[config.mk]
export PLATFORM = sky130hd
export DESIGN_NAME = spi_frame_receiver_flat
export DESIGN_NICKNAME = d
export VERILOG_FILES = /design/src/rtl/spi_frame_receiver_pkg.sv /design/src/rtl/spi_frame_receiver_if.sv /design/src/rtl/spi_frame_receiver_slot_shifter.sv /design/src/rtl/spi_frame_receiver.sv /design/src/flat_wrapper.sv
export SDC_FILE = /design/constraint.sdc
export NUM_CORES = 1
export LEC_CHECK = 0
export CORE_UTILIZATION = 58
export CTS_CLUSTER_DIAMETER = 50
export DETAILED_ROUTE_END_ITERATION = 8
export PLACE_DENSITY = 0.84
export RECOVER_POWER = 25
export SYNTH_ARGS = -nofsm -noshare
export SYNTH_HDL_FRONTEND = slang
export SYNTH_SLANG_ARGS = --single-unit
[constraint.sdc]
create_clock -name serial_clk -period 4.8 [get_ports serial_clk]
set_clock_uncertainty 0.1 [all_clocks]
set_input_delay 0.48 -clock serial_clk [delete_from_list [all_inputs] [get_ports serial_clk]]
set_output_delay 0.48 -clock serial_clk [all_outputs]
set_load 0.02 [all_outputs]
[src/rtl/spi_frame_receiver_pkg.sv]
// rtl/spi_frame_receiver_pkg.sv - shared types and defaults for the SPI frame receiver
package spi_rx_pkg;

    typedef enum logic [1:0] {
        IDLE = 2'd0,
        DATA = 2'd1,
        PAD  = 2'd2
    } rx_state_e;

    localparam int SPI_DATA_WIDTH    = 16;
    localparam int SPI_NUM_CHANNELS  = 2;
    localparam int SPI_SLOT_WIDTH    = 32;
    localparam int FRAME_COUNT_WIDTH = 8;

endpackage

[src/rtl/spi_frame_receiver_if.sv]
// rtl/spi_frame_receiver_if.sv - serial input and frame output bundle of the receiver
interface spi_frame_receiver_if
    import spi_rx_pkg::*;
#(
    parameter int DATA_WIDTH   = SPI_DATA_WIDTH,
    parameter int NUM_CHANNELS = SPI_NUM_CHANNELS
);
    logic                               chip_select;
    logic                               mosi;
    logic [NUM_CHANNELS*DATA_WIDTH-1:0] data_out;
    logic                               frame_toggle;
    logic [FRAME_COUNT_WIDTH-1:0]       frame_count;
    logic                               frame_error;

    modport master (
        output chip_select, mosi,
        input  data_out, frame_toggle, frame_count, frame_error
    );

    modport slave (
        input  chip_select, mosi,
        output data_out, frame_toggle, frame_count, frame_error
    );
endinterface

[src/rtl/spi_frame_receiver_slot_shifter.sv]
// rtl/spi_frame_receiver_slot_shifter.sv - per-slot word deserialiser with selectable bit order
module spi_slot_shifter #(
    parameter int DATA_WIDTH = 16,
    parameter bit MSB_FIRST  = 1'b1
) (
    input  logic                  serial_clk,
    input  logic                  shift_en,
    input  logic                  clear,
    input  logic                  bit_in,
    output logic [DATA_WIDTH-1:0] word_next
);
    logic [DATA_WIDTH-1:0] shift_reg;

    // word_next already includes bit_in so the caller can capture the final bit on the same edge
    always_comb begin
        word_next = '0;
        if (MSB_FIRST)
            word_next = (shift_reg << 1) | DATA_WIDTH'(bit_in);
        else
            word_next = (shift_reg >> 1) | (DATA_WIDTH'(bit_in) << (DATA_WIDTH - 1));
    end

    always_ff @(posedge serial_clk) begin
        if (clear)
            shift_reg <= '0;
        else if (shift_en)
            shift_reg <= word_next;
    end
endmodule

[src/rtl/spi_frame_receiver.sv]
// rtl/spi_frame_receiver.sv - multi-channel SPI slave frame receiver with toggle hand-off strobe
module spi_frame_receiver
    import spi_rx_pkg::*;
#(
    parameter int DATA_WIDTH   = SPI_DATA_WIDTH,
    parameter int NUM_CHANNELS = SPI_NUM_CHANNELS,
    parameter int SLOT_WIDTH   = SPI_SLOT_WIDTH,
    parameter bit MSB_FIRST    = 1'b1
) (
    input  logic                 serial_clk,
    input  logic                 reset,
    spi_frame_receiver_if.slave  bus
);
    localparam int BIT_W  = (SLOT_WIDTH > 1) ? $clog2(SLOT_WIDTH) : 1;
    localparam int SLOT_W = (NUM_CHANNELS > 1) ? $clog2(NUM_CHANNELS) : 1;
    localparam logic [BIT_W-1:0]  LAST_DATA_BIT = BIT_W'(DATA_WIDTH - 1);
    localparam logic [BIT_W-1:0]  LAST_SLOT_BIT = BIT_W'(SLOT_WIDTH - 1);
    localparam logic [SLOT_W-1:0] LAST_SLOT     = SLOT_W'(NUM_CHANNELS - 1);

    generate
        if (SLOT_WIDTH < DATA_WIDTH) begin : g_bad_slot
            $error("spi_frame_receiver: SLOT_WIDTH must be >= DATA_WIDTH");
        end
    endgenerate

    rx_state_e             state;
    logic [BIT_W-1:0]      bit_idx;
    logic [SLOT_W-1:0]     slot_idx;
    logic [DATA_WIDTH-1:0] staging [NUM_CHANNELS];
    logic [DATA_WIDTH-1:0] word_next;
    logic                  shift_en;
    logic                  shift_clear;
    logic                  word_done;
    logic                  slot_end;
    logic                  frame_end;

    assign shift_en    = !reset && !bus.chip_select && (state != PAD);
    assign shift_clear = reset || bus.chip_select;
    assign word_done   = shift_en && (bit_idx == LAST_DATA_BIT);
    assign slot_end    = (bit_idx == LAST_SLOT_BIT);
    assign frame_end   = slot_end && (slot_idx == LAST_SLOT);

    spi_slot_shifter #(
        .DATA_WIDTH (DATA_WIDTH),
        .MSB_FIRST  (MSB_FIRST)
    ) u_shifter (
        .serial_clk (serial_clk),
        .shift_en   (shift_en),
        .clear      (shift_clear),
        .bit_in     (bus.mosi),
        .word_next  (word_next)
    );

    always_ff @(posedge serial_clk) begin
        if (reset) begin
            state            <= IDLE;
            bit_idx          <= '0;
            slot_idx         <= '0;
            bus.data_out     <= '0;
            bus.frame_toggle <= 1'b0;
            bus.frame_count  <= '0;
            bus.frame_error  <= 1'b0;
            for (int c = 0; c < NUM_CHANNELS; c++) staging[c] <= '0;
        end else if (bus.chip_select) begin
            // Deselect on a frame boundary is a clean idle; anywhere else the frame is lost
            if (bit_idx != '0 || slot_idx != '0)
                bus.frame_error <= 1'b1;
            state    <= IDLE;
            bit_idx  <= '0;
            slot_idx <= '0;
            for (int c = 0; c < NUM_CHANNELS; c++) staging[c] <= '0;
        end else begin
            if (word_done)
                staging[slot_idx] <= word_next;

            if (slot_end) begin
                bit_idx <= '0;
                state   <= DATA;
                if (frame_end) begin
                    slot_idx <= '0;
                    for (int c = 0; c < NUM_CHANNELS; c++) begin
                        if (c == NUM_CHANNELS - 1 && word_done)
                            bus.data_out[c*DATA_WIDTH +: DATA_WIDTH] <= word_next;
                        else
                            bus.data_out[c*DATA_WIDTH +: DATA_WIDTH] <= staging[c];
                    end
                    bus.frame_toggle <= ~bus.frame_toggle;
                    bus.frame_count  <= bus.frame_count + 1'b1;
                end else begin
                    slot_idx <= slot_idx + SLOT_W'(1);
                end
            end else begin
                bit_idx <= bit_idx + BIT_W'(1);
                if (word_done)
                    state <= PAD;
                else if (state == IDLE)
                    state <= DATA;
            end
        end
    end
endmodule

[src/flat_wrapper.sv]
// flat-port wrapper written by rule: the top's interface ports become plain ports
module spi_frame_receiver_flat import spi_rx_pkg::*;
#(
    parameter int DATA_WIDTH   = SPI_DATA_WIDTH,
    parameter int NUM_CHANNELS = SPI_NUM_CHANNELS,
    parameter int SLOT_WIDTH   = SPI_SLOT_WIDTH,
    parameter bit MSB_FIRST    = 1'b1
)
  (serial_clk, reset, bus_chip_select, bus_mosi, bus_data_out, bus_frame_toggle, bus_frame_count, bus_frame_error);
  spi_frame_receiver_if #(.DATA_WIDTH(DATA_WIDTH), .NUM_CHANNELS(NUM_CHANNELS)) bus_i ();
  input  logic serial_clk;
  input  logic reset;
  input wire logic [$bits(bus_i.chip_select)-1:0] bus_chip_select;
  input wire logic [$bits(bus_i.mosi)-1:0] bus_mosi;
  output wire logic [$bits(bus_i.data_out)-1:0] bus_data_out;
  output wire logic [$bits(bus_i.frame_toggle)-1:0] bus_frame_toggle;
  output wire logic [$bits(bus_i.frame_count)-1:0] bus_frame_count;
  output wire logic [$bits(bus_i.frame_error)-1:0] bus_frame_error;
  assign bus_i.chip_select = bus_chip_select;
  assign bus_i.mosi = bus_mosi;
  assign bus_data_out = bus_i.data_out;
  assign bus_frame_toggle = bus_i.frame_toggle;
  assign bus_frame_count = bus_i.frame_count;
  assign bus_frame_error = bus_i.frame_error;
  spi_frame_receiver #(.DATA_WIDTH(DATA_WIDTH), .NUM_CHANNELS(NUM_CHANNELS), .SLOT_WIDTH(SLOT_WIDTH), .MSB_FIRST(MSB_FIRST)) u_core (.serial_clk(serial_clk), .reset(reset), .bus(bus_i));
endmodule
# == Word level (Yosys, flattened, before mapping) ==
# Memory sizes are Yosys's and may differ from the RTL's. A register that Yosys moved wholly into a read port is not among the register bits.
# Index checks and enable logic that the tools add are counted.
# W data, S select, Z words.
# op_classes
add_sub_neg,3
bitwise_logic,5
reduce_logical,17
eq_ne,3
mux,18
# ops
operator,count
$mux W16,3
$or A16 B1 Y16,1
$reduce_or A16 Y1,1
$mux W1,13
$add A8 B1 Y8 const B,1
$add A5 B1 Y5 const B,1
$eq A5 B4 Y1 const B,1
$eq A5 B5 Y1 const B,1
$reduce_bool A5 Y1,1
$logic_and A1 B1 Y1,4
$mux W2,2
$reduce_and A3 Y1,1
$reduce_bool A3 Y1,1
$reduce_or A3 Y1,1
$logic_not A1 Y1,2
$logic_not A2 Y1,1
$logic_or A1 B1 Y1,2
$ne A2 B2 Y1 const B,1
$not A1 Y1,2
$or A1 B1 Y1,2
$reduce_and A2 Y1,1
$reduce_bool A2 Y1,1
$reduce_or A2 Y1,1
$add A1 B1 Y1 const B,1
# totals
ramBits,32
output_inout_bits,42
wordCells,55
mem_count,1
regBits,33
# memory_table
memory,depth,word_bits,read_ports,rd_ports_with_merged_regs,wr,line,text
u_core.staging,2,16,2,2,2,spi_frame_receiver.sv:29,logic [DATA_WIDTH-1:0] staging [NUM_CHANNELS];

# == Logic depth before layout (Yosys ltp) ==
# Gate-level depths: netlist of the first run.
# depth
word_depth,10
depth_mapped,9
mapped_depth_nobuf,6

# == By module ==
# From an unflattened synthesis of the first run, not the netlist that was laid out.
# unflattened
cells_unflattened,344
hier_area_um2,3629.7
# by_module_without_submodules
mod,n_inst,area_per_inst_um2,cells_each
spi_frame_receiver,1,3080.5,295
spi_slot_shifter,1,549.3,49

# == Least setup slack after synthesis of the first run ==
# Ideal clock, no wire load.
# synth_path
path_type,input port to flip-flop
startpoint,in reset
endpoint,mem u_core.staging[0][0] (enable)
path_slack_ns,2.580
n_path_buf,2
arrival_time_ns,1.746
path_stages,5
setup_ns,0.375
path_cell_list,buf_6 or2_1 buf_6 nor4b_4 nand2b_1
# synth_rtl
item,line,text
"start, declared",flat_wrapper.sv:12,input logic reset;
"end, declared",spi_frame_receiver.sv:29,

==> results of run 1 <==
-- area by class of cell --
class | instances | area, um2 | share of cell area (%)
clock buffers | 9 | 124 | 2.93
clock inverters | 7 | 37.5 | 0.887
inverters | 6 | 22.5 | 0.532
multi-input cells | 238 | 1230 | 29.0
flip-flops and latches | 97 | 2260 | 53.4
well taps | 75 | 93.8 | 2.22
repair buffers | 47 | 465 | 11.0
-- per-layer routing --
metal / global-route usage, % / routed length [um] / vias to the layer above
met5: 0 / 0 / -
met4: 9.46 / 102 / 0
met3: 4.38 / 272 / 7
met2: 33.6 / 3140 / 73
met1: 30.5 / 3140 / 1218
li1: - / - / 1270
-- worst max-delay path by stage --
stage	start	to	slack (ns)	depth (start not counted)
floorplan	reset	u_core.staging[0][0]$_SDFFCE_PN0P_	2.58	5
global placement	reset	u_core.staging[0][10]$_SDFFCE_PN0P_	1.49	5
detailed placement	reset	u_core.staging[0][12]$_SDFFCE_PN0P_	1.32	5
CTS	reset	u_core.staging[0][1]$_SDFFCE_PN0P_	1.70	5
global route	reset	u_core.staging[0][13]$_SDFFCE_PN0P_	1.24	5
finish	reset	u_core.staging[0][13]$_SDFFCE_PN0P_	1.45	5
-- kinds of logic after synthesis --
group	Yosys count	share of synthesized area [%]
AO/OA/AOI/OAI	63	8.88
XOR/XNOR	5	1.20
adder cells (fa/ha/maj)	5	1.72
buffers and inverters	30	3.99
flip-flops	97	62.2
AND/OR/NAND/NOR	165	22.0
-- stage by stage --
step | total power [mW] | worst slack (ns) | area, um2 | hold WS [ns]
CTS | 1.35 | 1.70 | 4230 | 0.358
detailed placement | 0.908 | 1.32 | 4070 | 0.345
finish | 1.34 | 1.45 | 4230 | 0.352
global placement | 0.907 | 1.49 | 4070 | 0.338
global route | 1.39 | 1.24 | 4230 | 0.375
floorplan | 0.900 | 2.58 | 3630 | 0.330
-- power by group --
group	switching (mW)	internal (mW)	total [mW]
clock network	0.267	0.182	0.449
registers	0.00530	0.858	0.864
logic	0.0179	0.00706	0.0250
total	0.290	1.05	1.34
-- synth_stat cells --
master / number
nand2_1: 100
dfxtp_1: 65
a21oi_1: 55
and2_1: 32
edfxtp_1: 32
clkbuf_1: 13
nor2_1: 12
buf_2: 8
inv_1: 6
ha_1: 5
or3_1: 5
o21ai_0: 4
xnor2_1: 4
buf_6: 3
nand2b_1: 3
o31ai_1: 2
or4_1: 2
and3_1: 1
and3b_1: 1
and4_1: 1
nand3_1: 1
nand3b_1: 1
nand4_1: 1
nand4b_4: 1
nor2b_1: 1
nor4b_4: 1
o21a_1: 1
o21ai_1: 1
or2_1: 1
or4b_1: 1
xor2_1: 1
-- worst max-delay path, cell delays in order --
cell and delay (ns):
dlygate4sd3_1 0.53, buf_4 0.26, or2_0 0.59, nor4b_4 0.70
nand2b_1 0.67
==> summary.txt, run 1 <==
Status
  • Status: complete, no violations

Synthesis
  • Synth Register Bits: between 90 and 100
  • Synth top area share: 35.8%
  • Cell variety after synth: 31
  • Post-synth top area cell: dfxtp_1
  • Syn nets: roughly 370
  • Synth top area cells: dfxtp_1, edfxtp_1, nand2_1, a21oi_1, and2_1
  • Cell Area, Synth: approximately 3600 um2
  • Sequential area share after synthesis: between 60% and 70%
  • Yosys warning count: 0
  • Mean Syn Cell Area: 9.96 um2
  • Syn Inst Count: 365

Timing
  • Final hold vios: 0
  • Min Tclk post-route: 3.35 ns
  • Final setup vio count: 0
  • Final Max Slew Viols: 0
  • FMAX: 298 MHz
  • Slew margin rel.: 15.5%
  • Setup_tns: 0 ns
  • Unrepaired setup endpoints after global routing: false
  • Worst Tran Pin Value: approximately 1.3 ns
  • Period Utilization, post-route: 69.9%

Critical path
  • Worst R2R Setup Slack: ~1.8 ns
  • R2r worst-path depth: 6
  • Reg2reg end: u_core.bus.frame_count[2]$_SDFFE_PP0P_
  • Req. time, crit path: 4.69 ns
  • CP endpoint kind: register
  • Startpoint types: input pin
  • CP arrival: 3.24 ns
  • Critical path class: in2reg
  • CP Max Fanout: 45
  • RR Startpoint: u_core.bit_idx[0]$_SDFF_PP0_

GRT
  • Initial antenna violation count: 0
  • Vias in the first global route: 2,255
  • First-pass GRT wire length: 10.8 mm
  • GR Util All Layers: between 20 and 25%
  • Largest net degree at the start of global routing: 46
  • GR Overflow Total: 0

Placement
  • Port buffer count: 45
  • HPWL Detailed: 4.49 mm
  • GP Congestion: 0.764
  • Placed insts: roughly 460

Finish
  • Filler cells: around 440
  • Final non-filler cell total: 479
  • Layout area overhead: 16.5%
  • Final Util: roughly 70%
  • Layout cells sized above 1: 4.46%
  • Fin nets: 408
  • Commonest cells after routing, fill and taps aside: nand2_1, dfxtp_1, a21oi_1
  • Most common cell after layout, fill and taps aside: nand2_1
  • Inserted Diodes: 0

CTS
  • Number of CTS-inserted buffers: 9
  • H-tree Lvls: 3
  • CTS Sinks: 97
  • # hold bufs at CTS: 0
  • Post-CTS setup repair buffer count: 0
  • Max Root-Sink Buffers: 2
  • Clk pin slew, worst setup/hold paths: 0.09 ns
  • Post-CTS resize count: 0
  • Root Driver: clkbuf_8
  • Clk_lat worst skew: 0.35 ns
  • TritonCTS clock tree: yes

Min path
  • Hold_sp: bus_data_out[2]$_SDFFE_PP0P_
  • Hold path depth: 2
  • Hold EP: bus_data_out[2]$_SDFFE_PP0P_
  • Hold WC Path Type: reg2reg

Detailed routing
  • DR vias: 2,568
  • DRT antenna net count: 0
  • First-pass DRT Iterations: 5
  • Via-to-Cell Ratio: 5.36
  • Drt wl/cell: ~14 um
  • Final WL: 6.65 mm
  • DRT iter0 DRCs: roughly 180
  • Drt drc: 0

Floorplan
  • Die height: 81.2 um
  • Die area: 6590 um2
  • Starting Density: 60.7%
  • Cell Rows: 28
  • CORE AREA: ~6000 um2
  • Die X-Extent: 81.2 um
  • Number of I/O pins: 46

Flow run
  • Maxcap violations: 0

Pwr
  • Pwr per Cell Area: roughly 320 nW/um2
  • Leakage power figure: about 1.6 nW
  • VDD IR max: roughly 0.23 mV
Power figures use the tool's default switching activity.
==> run 2, diff against run 1 <==
--- a/config.mk
+++ b/config.mk
@@ -5,10 +5,10 @@
 export SDC_FILE = /design/constraint.sdc
 export NUM_CORES = 1
 export LEC_CHECK = 0
-export CORE_UTILIZATION = 58
+export CORE_UTILIZATION = 54
 export CTS_CLUSTER_DIAMETER = 50
 export DETAILED_ROUTE_END_ITERATION = 8
-export PLACE_DENSITY = 0.84
+export PLACE_DENSITY = 0.79
 export RECOVER_POWER = 25
 export SYNTH_ARGS = -nofsm -noshare
 export SYNTH_HDL_FRONTEND = slang
==> constraint.sdc (replaced) <==
create_clock -name serial_clk -period 3.4 [get_ports serial_clk]
set_clock_uncertainty 0.1 [all_clocks]
set_input_delay 0.34 -clock serial_clk [delete_from_list [all_inputs] [get_ports serial_clk]]
set_output_delay 0.34 -clock serial_clk [all_outputs]
set_load 0.02 [all_outputs]
==> run 2 against run 1 <==
  * The run now ends with design-rule violations left
  * Flip-flop and latch count unchanged
  * Largest power group unchanged
  * Cell count up 1.5%
  * Routed wire length up 1.8%
  * Power up 52%
  * Global-route usage down 0.77 points
  * Sequential share of layout area down 1.0 points
  * Register-to-register slack worse by 1.0 ns
  * Count of clock-buffer cells in the layout up 4
  * Non-clock buffer count up 5
  * Highest routed layer unchanged
  * Via count down 1.1%
==> summary.txt, run 2 (same netlist as run 1, synthesis figures left out) <==
CTS
  • # hold bufs at CTS: 0 (unchanged)
  • Post-CTS setup repair buffer count: 0 (unchanged)
  • Number of CTS-inserted buffers: 9 (unchanged)
  • Clk_lat worst skew: 0.36 ns (about the same)
  • TritonCTS clock tree: yes
  • CTS Sinks: 97 (unchanged)
  • Max Root-Sink Buffers: 2 (unchanged)
  • Clk pin slew, worst setup/hold paths: 0.09 ns (about the same)
  • Root Driver: clkbuf_8
  • Post-CTS resize count: 0 (unchanged)
  • H-tree Lvls: 3 (unchanged)

Pwr
  • VDD IR max: 0.256 mV (+10%)
  • Comb power frac: 1.8% (about the same)
  • Leakage power figure: 1.60 nW (+2.4%)
  • P_sw: 0.408 mW (+40%)
  • Pwr per Cell Area: 470 nW/um2 (+49%)
  • Switching share of power: 20.1% (-1.6 points)
  • Seq pwr share: 60.1% (-4.5 points)
  • P_int: 1.62 mW (+55%)
  • Clock share of power: 38.1% (+4.5 points)

Min path
  • Hold_sp: bus_data_out[19]$_SDFFE_PP0P_
  • Hold path depth: 2 (unchanged)
  • Hold EP: bus_data_out[19]$_SDFFE_PP0P_
  • Hold WC Path Type: reg2reg

Timing
  • Slew margin rel.: 48.5% (+33 points)
  • Min Tclk post-route: 2.61 ns
  • Final hold vios: 0 (unchanged)
  • Final setup vio count: 0 (unchanged)
  • Final Max Slew Viols: 0 (unchanged)
  • Period Utilization, post-route: 76.8%
  • Unrepaired setup endpoints after global routing: false
  • Worst Tran Pin Value: 0.773 ns (-0.491 ns)
  • FMAX: ~380 MHz
  • Setup_tns: 0 ns (unchanged)

Detailed routing
  • Via-to-Cell Ratio: 5.22 (-2.6%)
  • DRT antenna net count: 0 (unchanged)
  • DRT iter0 DRCs: 137 (-26%)
  • First-pass DRT Iterations: 7 (+2)
  • Drt wl/cell: 13.9 um (+0.29%)
  • Final WL: 6.77 mm (+1.8%)
  • Drt drc: 12 (+12)
  • DR vias: 2,539 (-1.1%)

GRT
  • Largest net degree at the start of global routing: 44 (-4.3%)
  • Met2 usage: 34.9% (+1.3 points)
  • First-pass GRT wire length: 11.4 mm (+5.8%)
  • GR Util All Layers: 21.3% (-0.77 points)
  • GR Overflow Total: 0 (unchanged)
  • Initial antenna violation count: 0 (unchanged)
  • Gr busiest metal: met2
  • Vias in the first global route: 2,475 (+9.8%)
  • Met3 Use GR: 5.14% (+0.76 points)
  • Met1 usage: 26.7% (-3.8 points)

Finish
  • Commonest cells after routing, fill and taps aside: nand2_1, dfxtp_1, a21oi_1
  • Layout area overhead: 18.7%
  • Layout cells sized above 1: 5.38% (+0.92 points)
  • Filler cells: 517 (+19%)
  • Most common cell after layout, fill and taps aside: nand2_1
  • Inserted Diodes: 0 (unchanged)
  • Fin nets: 413 (+1.2%)
  • Final Cell Area: 4320 um2 (+2.0%)

Placement
  • Port buffer count: 45 (unchanged)
  • GP Congestion: 0.766 (+0.22%)
  • HPWL Detailed: 4.65 mm (+3.5%)
  • Placed inst area: 4110 um2 (+0.98%)

Critical path
  • CP arrival: 2.50 ns (-0.74 ns)
  • Top delay family on crit path: simple AND/OR/NAND/NOR gates
  • Req. time, crit path: 3.29 ns (-1.40 ns)
  • CP endpoint kind: register
  • Startpoint types: register
  • Cell mode on critical path: ha_1
  • RR Startpoint: u_core.bit_idx[0]$_SDFF_PP0_
  • Critical path class: reg2reg
  • Worst Path Buf+Inv: 0 (-2)
  • CP max stage delay: 0.68 ns (-0.02 ns)
  • Critical path cell sequence: ha_1, and3_1, ha_1, and4_1, nand2b_1
  • Critical Path Slowest Stage Cell: nand2b_1
  • Reg2reg end: u_core.staging[1][6]$_SDFFCE_PN0P_
  • R2r worst-path depth: 5 (-1)
  • CP Max Fanout: 17 (-62%)
  • Worst R2R Setup Slack: 0.79 ns (-1.00 ns)

Floorplan
  • Number of I/O pins: 46 (unchanged)
  • Die X-Extent: 84.0 um (+3.5%)
  • CORE AREA: 6420 um2 (+7.2%)
  • Starting Density: 56.6% (-4.1 points)
  • Cell Rows: 29 (+3.6%)
  • Die area: 7060 um2 (+7.2%)
  • Die height: 84.0 um (+3.5%)

Status
  • Status: finished with violations
  • Failing checks: design-rule violations

Flow run
  • Maxcap violations: 0 (unchanged)
## run 2: changes by cell type in the layout (fill, tap and decap cells not counted)
cell | previous run | this run
clkbuf_1 | 0 | 2
clkinvlp_4 | 2 | 0
clkinv_2 | 3 | 1
clkinv_1 | 2 | 1
buf_4 | 2 | 6
clkdlybuf4s50_1 | 17 | 20
bufinv_16 | 0 | 1
dlygate4sd3_1 | 28 | 25
clkbuf_8 | 9 | 12
## run 2: power groups by stage
stage | Sequential, mW | Clock, mW | Combinational [mW]
2_1_floorplan | 1.24 | 0 | 0.0259
3_3_place_gp | 1.25 | 0 | 0.0363
3_5_place_dp | 1.25 | 0 | 0.0377
4_1_cts | 1.22 | 0.778 | 0.0382
5_1_grt | 1.22 | 0.829 | 0.0412
6_report | 1.22 | 0.772 | 0.0370
## run 2: worst max path at each step
stage | from | end | depth (start not counted)
floorplan | u_core.bit_idx[0]$_SDFF_PP0_ | u_core.staging[1][0]$_SDFFCE_PN0P_ | 6
CTS | u_core.bit_idx[0]$_SDFF_PP0_ | u_core.staging[1][6]$_SDFFCE_PN0P_ | 5
global placement | bus_chip_select | u_core.staging[1][9]$_SDFFCE_PN0P_ | 4
detailed placement | bus_chip_select | u_core.staging[1][6]$_SDFFCE_PN0P_ | 4
finish | u_core.bit_idx[0]$_SDFF_PP0_ | u_core.staging[1][6]$_SDFFCE_PN0P_ | 5
global route | u_core.bit_idx[0]$_SDFF_PP0_ | u_core.staging[1][8]$_SDFFCE_PN0P_ | 5
## run 2: worst register-to-register path, stage by stage, from the launching register on
cell and delay (ns):
dfxtp_1 0.38, ha_1 0.19, and3_1 0.19, ha_1 0.23, and4_1 0.48, nand2b_1 0.68
## run 2: through the flow
stage	util (%)	std cells	hold WS, ns	worst slack, ns	power, mW
final	67.2	486	0.352	0.789	2.03
after global routing	67.2	486	0.386	0.547	2.09
after CTS	67.3	486	0.359	0.803	2.03
after detailed placement	64.0	470	0.346	0.676	1.28
after global placement	64.0	470	0.336	0.763	1.28
after floorplan	-	365	0.330	1.23	1.27
## run 2: cell type report
type                       instances  area [um2]  share of cell area (%)
tap                               77        96.3                    2.23
timing repair buffer              52         499                    11.6
sequential                        97        2260                    52.4
inverter                           6        22.5                   0.522
clock inverter                     3        38.8                   0.899
multi-input combinational        238        1230                    28.4
clock buffer                      13         169                    3.91
## run 2: metal layers
| layer | up-vias | part of all wire, % |
|---|---|---|
| met5 | - | 0 |
| met4 | 0 | 2.0 |
| met1 | 1196 | 45 |
| li1 | 1280 | - |
| met2 | 50 | 50 |
| met3 | 13 | 3.2 |
==> run 3, diff against run 2 <==
==> constraint.sdc (replaced) <==
create_clock -name serial_clk -period 2.7 [get_ports serial_clk]
set_clock_uncertainty 0.1 [all_clocks]
set_input_delay 0.27 -clock serial_clk [delete_from_list [all_inputs] [get_ports serial_clk]]
set_output_delay 0.27 -clock serial_clk [all_outputs]
set_load 0.02 [all_outputs]
==> run 3 against run 2 <==
  * The run still ends with design-rule violations left
  * Count of clock-buffer cells in the layout shrank 2
  * Final area grew 0.43%
  * Register-to-register slack lost 0.37 ns
  * Global-route usage shrank 0.87 points
  * Hold slack is essentially flat
  * Combinational power grew 30%
  * Core utilization grew 0.29 points
  * Sequential share of layout area shrank 0.23 points
==> summary.txt, run 3 (same netlist as run 1, synthesis figures left out) <==
Critical path
  • Cell mode on critical path: ha_1
  • CP endpoint kind: register
  • CP arrival: 2.41 ns (-0.09 ns)
  • Critical path cell sequence: ha_1, and3_1, ha_1, nand3b_1, buf_4, nand2_1, a21oi_1
  • Critical path class: reg2reg
  • Critical Path Slowest Stage Cell: nand3b_1
  • CP max stage delay: 0.41 ns (-0.27 ns)
  • CP Max Fanout: 23 (+6)
  • Req. time, crit path: 2.83 ns (-0.46 ns)
  • Startpoint types: register
  • Worst R2R Setup Slack: 0.42 ns (-0.37 ns)

Timing
  • Final hold vios: 0 (unchanged)
  • Unrepaired setup endpoints after global routing: false
  • Worst Tran Pin Value: 0.765 ns (-0.00747 ns)
  • Period Utilization, post-route: 84.3% (+7.5 points)
  • Final setup vio count: 0 (unchanged)
  • FMAX: 439 MHz (+15%)
  • Final Max Slew Viols: 0 (unchanged)
  • Setup_tns: 0 ns (unchanged)
  • Min Tclk post-route: 2.28 ns (-0.334 ns)
  • Slew margin rel.: 49.0% (+0.50 points)

Detailed routing
  • First-pass DRT Iterations: 7 (unchanged)
  • Drt drc: 12 (unchanged)
  • DR vias: 2,562 (+0.91%)
  • DRT iter0 DRCs: 154 (+12%)
  • Drt wl/cell: 13.7 um (-1.8%)
  • DRT antenna net count: 0 (unchanged)
  • Final WL: 6.69 mm (-1.2%)
  • Via-to-Cell Ratio: 5.24 (+0.29%)

CTS
  • H-tree Lvls: 3 (unchanged)
  • Root Driver: clkbuf_8
  • Clk pin slew, worst setup/hold paths: 0.10 ns (about the same)
  • Number of CTS-inserted buffers: 9 (unchanged)
  • CTS Sinks: 97 (unchanged)
  • # hold bufs at CTS: 0 (unchanged)
  • Post-CTS setup repair buffer count: 0 (unchanged)
  • Clk_lat worst skew: 0.36 ns (about the same)
  • Post-CTS resize count: 0 (unchanged)
  • TritonCTS clock tree: yes
  • Max Root-Sink Buffers: 2 (unchanged)

Placement
  • Port buffer count: 45 (unchanged)
  • HPWL Detailed: 4.60 mm (-1.1%)
  • Placed insts: 473 (+0.64%)
  • GP Congestion: 0.764 (-0.18%)

Floorplan
  • Die X-Extent: 84.0 um (unchanged)
  • Die area: 7060 um2 (unchanged)
  • Number of I/O pins: 46 (unchanged)
  • Starting Density: 56.6% (unchanged)
  • Cell Rows: 29 (unchanged)
  • CORE AREA: 6420 um2 (unchanged)
  • Die height: 84.0 um (unchanged)

GRT
  • GR Util All Layers: 20.4% (-0.87 points)
  • First-pass GRT wire length: 11.3 mm (-1.1%)
  • Largest net degree at the start of global routing: 44 (unchanged)
  • GR Overflow Total: 0 (unchanged)
  • Vias in the first global route: 2,462 (-0.53%)
  • Initial antenna violation count: 0 (unchanged)

Pwr
  • Leakage power figure: 1.61 nW (+0.27%)
  • Power Total: 2.48 mW (+22%)
  • Pwr per Cell Area: 573 nW/um2 (+22%)
  • VDD IR max: 0.377 mV (+47%)

Finish
  • Commonest cells after routing, fill and taps aside: nand2_1, dfxtp_1, a21oi_1
  • Layout cells sized above 1: 6.31% (+0.93 points)
  • Most common cell after layout, fill and taps aside: nand2_1
  • Filler cells: 498 (-3.7%)
  • Register Area: 2260 um2 (unchanged)
  • Layout area overhead: 19.2%
  • Inserted Diodes: 0 (unchanged)
  • Multi-input gate area: 1230 um2 (unchanged)
  • Fin nets: 416 (+0.73%)
  • Final non-filler cell total: 489 (+0.62%)

Status
  • Failing checks: design-rule violations
  • Status: finished with violations

Flow run
  • Maxcap violations: 0 (unchanged)

Min path
  • Hold WC Path Type: reg2reg
[run 3: critical path: cells and delay by family, from the launching register on]
kind	cells	cell delay, ns
flip-flops	1	0.38
buffers and inverters	1	0.37
AO/OA/AOI/OAI	1	0.08
adder cells (fa/ha/maj)	2	0.52
AND/OR/NAND/NOR	3	0.71
[run 3: per-stage QoR]
| stage | hold WS (ns) | utilization, % | cell area (um2) | setup WS, ns |
|---|---|---|---|---|
| after floorplan | 0.308 | - | 3630 | 0.527 |
| after global placement | 0.335 | 64.6 | 4150 | 0.494 |
| after detailed placement | 0.347 | 64.6 | 4150 | 0.423 |
| after CTS | 0.360 | 67.5 | 4340 | 0.414 |
| after global routing | 0.382 | 67.5 | 4330 | 0.238 |
| final | 0.352 | 67.5 | 4330 | 0.423 |
[run 3: layer usage]
metal	part of all wire, %	vias up	wire length (um)	GRT usage [%]
met3	3.2	12	213	4.15
li1	-	1291	-	-
met2	48	51	3230	34.1
met4	1.9	0	125	9.87
met1	47	1208	3120	25.2
met5	0	-	0	0
[run 3: final timing paths]
kind	from	end	cells past startpoint
max reg2reg	u_core.bit_idx[0]$_SDFF_PP0_	bus_data_out[31]$_SDFFE_PP0P_	7
min reg2reg	bus_data_out[19]$_SDFFE_PP0P_	bus_data_out[19]$_SDFFE_PP0P_	2
min	bus_data_out[19]$_SDFFE_PP0P_	bus_data_out[19]$_SDFFE_PP0P_	2
max	u_core.bit_idx[0]$_SDFF_PP0_	bus_data_out[31]$_SDFFE_PP0P_	7
[run 3: layout make-up]
cell class	instances	area share [%]
sequential	97	52.2
inverter	6	0.520
tap	77	2.22
clock buffer	11	3.52
multi-input combinational	238	28.3
timing repair buffer	55	12.3
clock inverter	5	0.895
[run 3: power breakdown]
group          switching [mW]  leakage, nW  total [mW]  internal, mW
registers             0.00908        0.881        1.53          1.53
clock network           0.504       0.0950       0.900         0.397
logic                  0.0332        0.633      0.0481        0.0148
total                   0.546         1.61        2.48          1.94
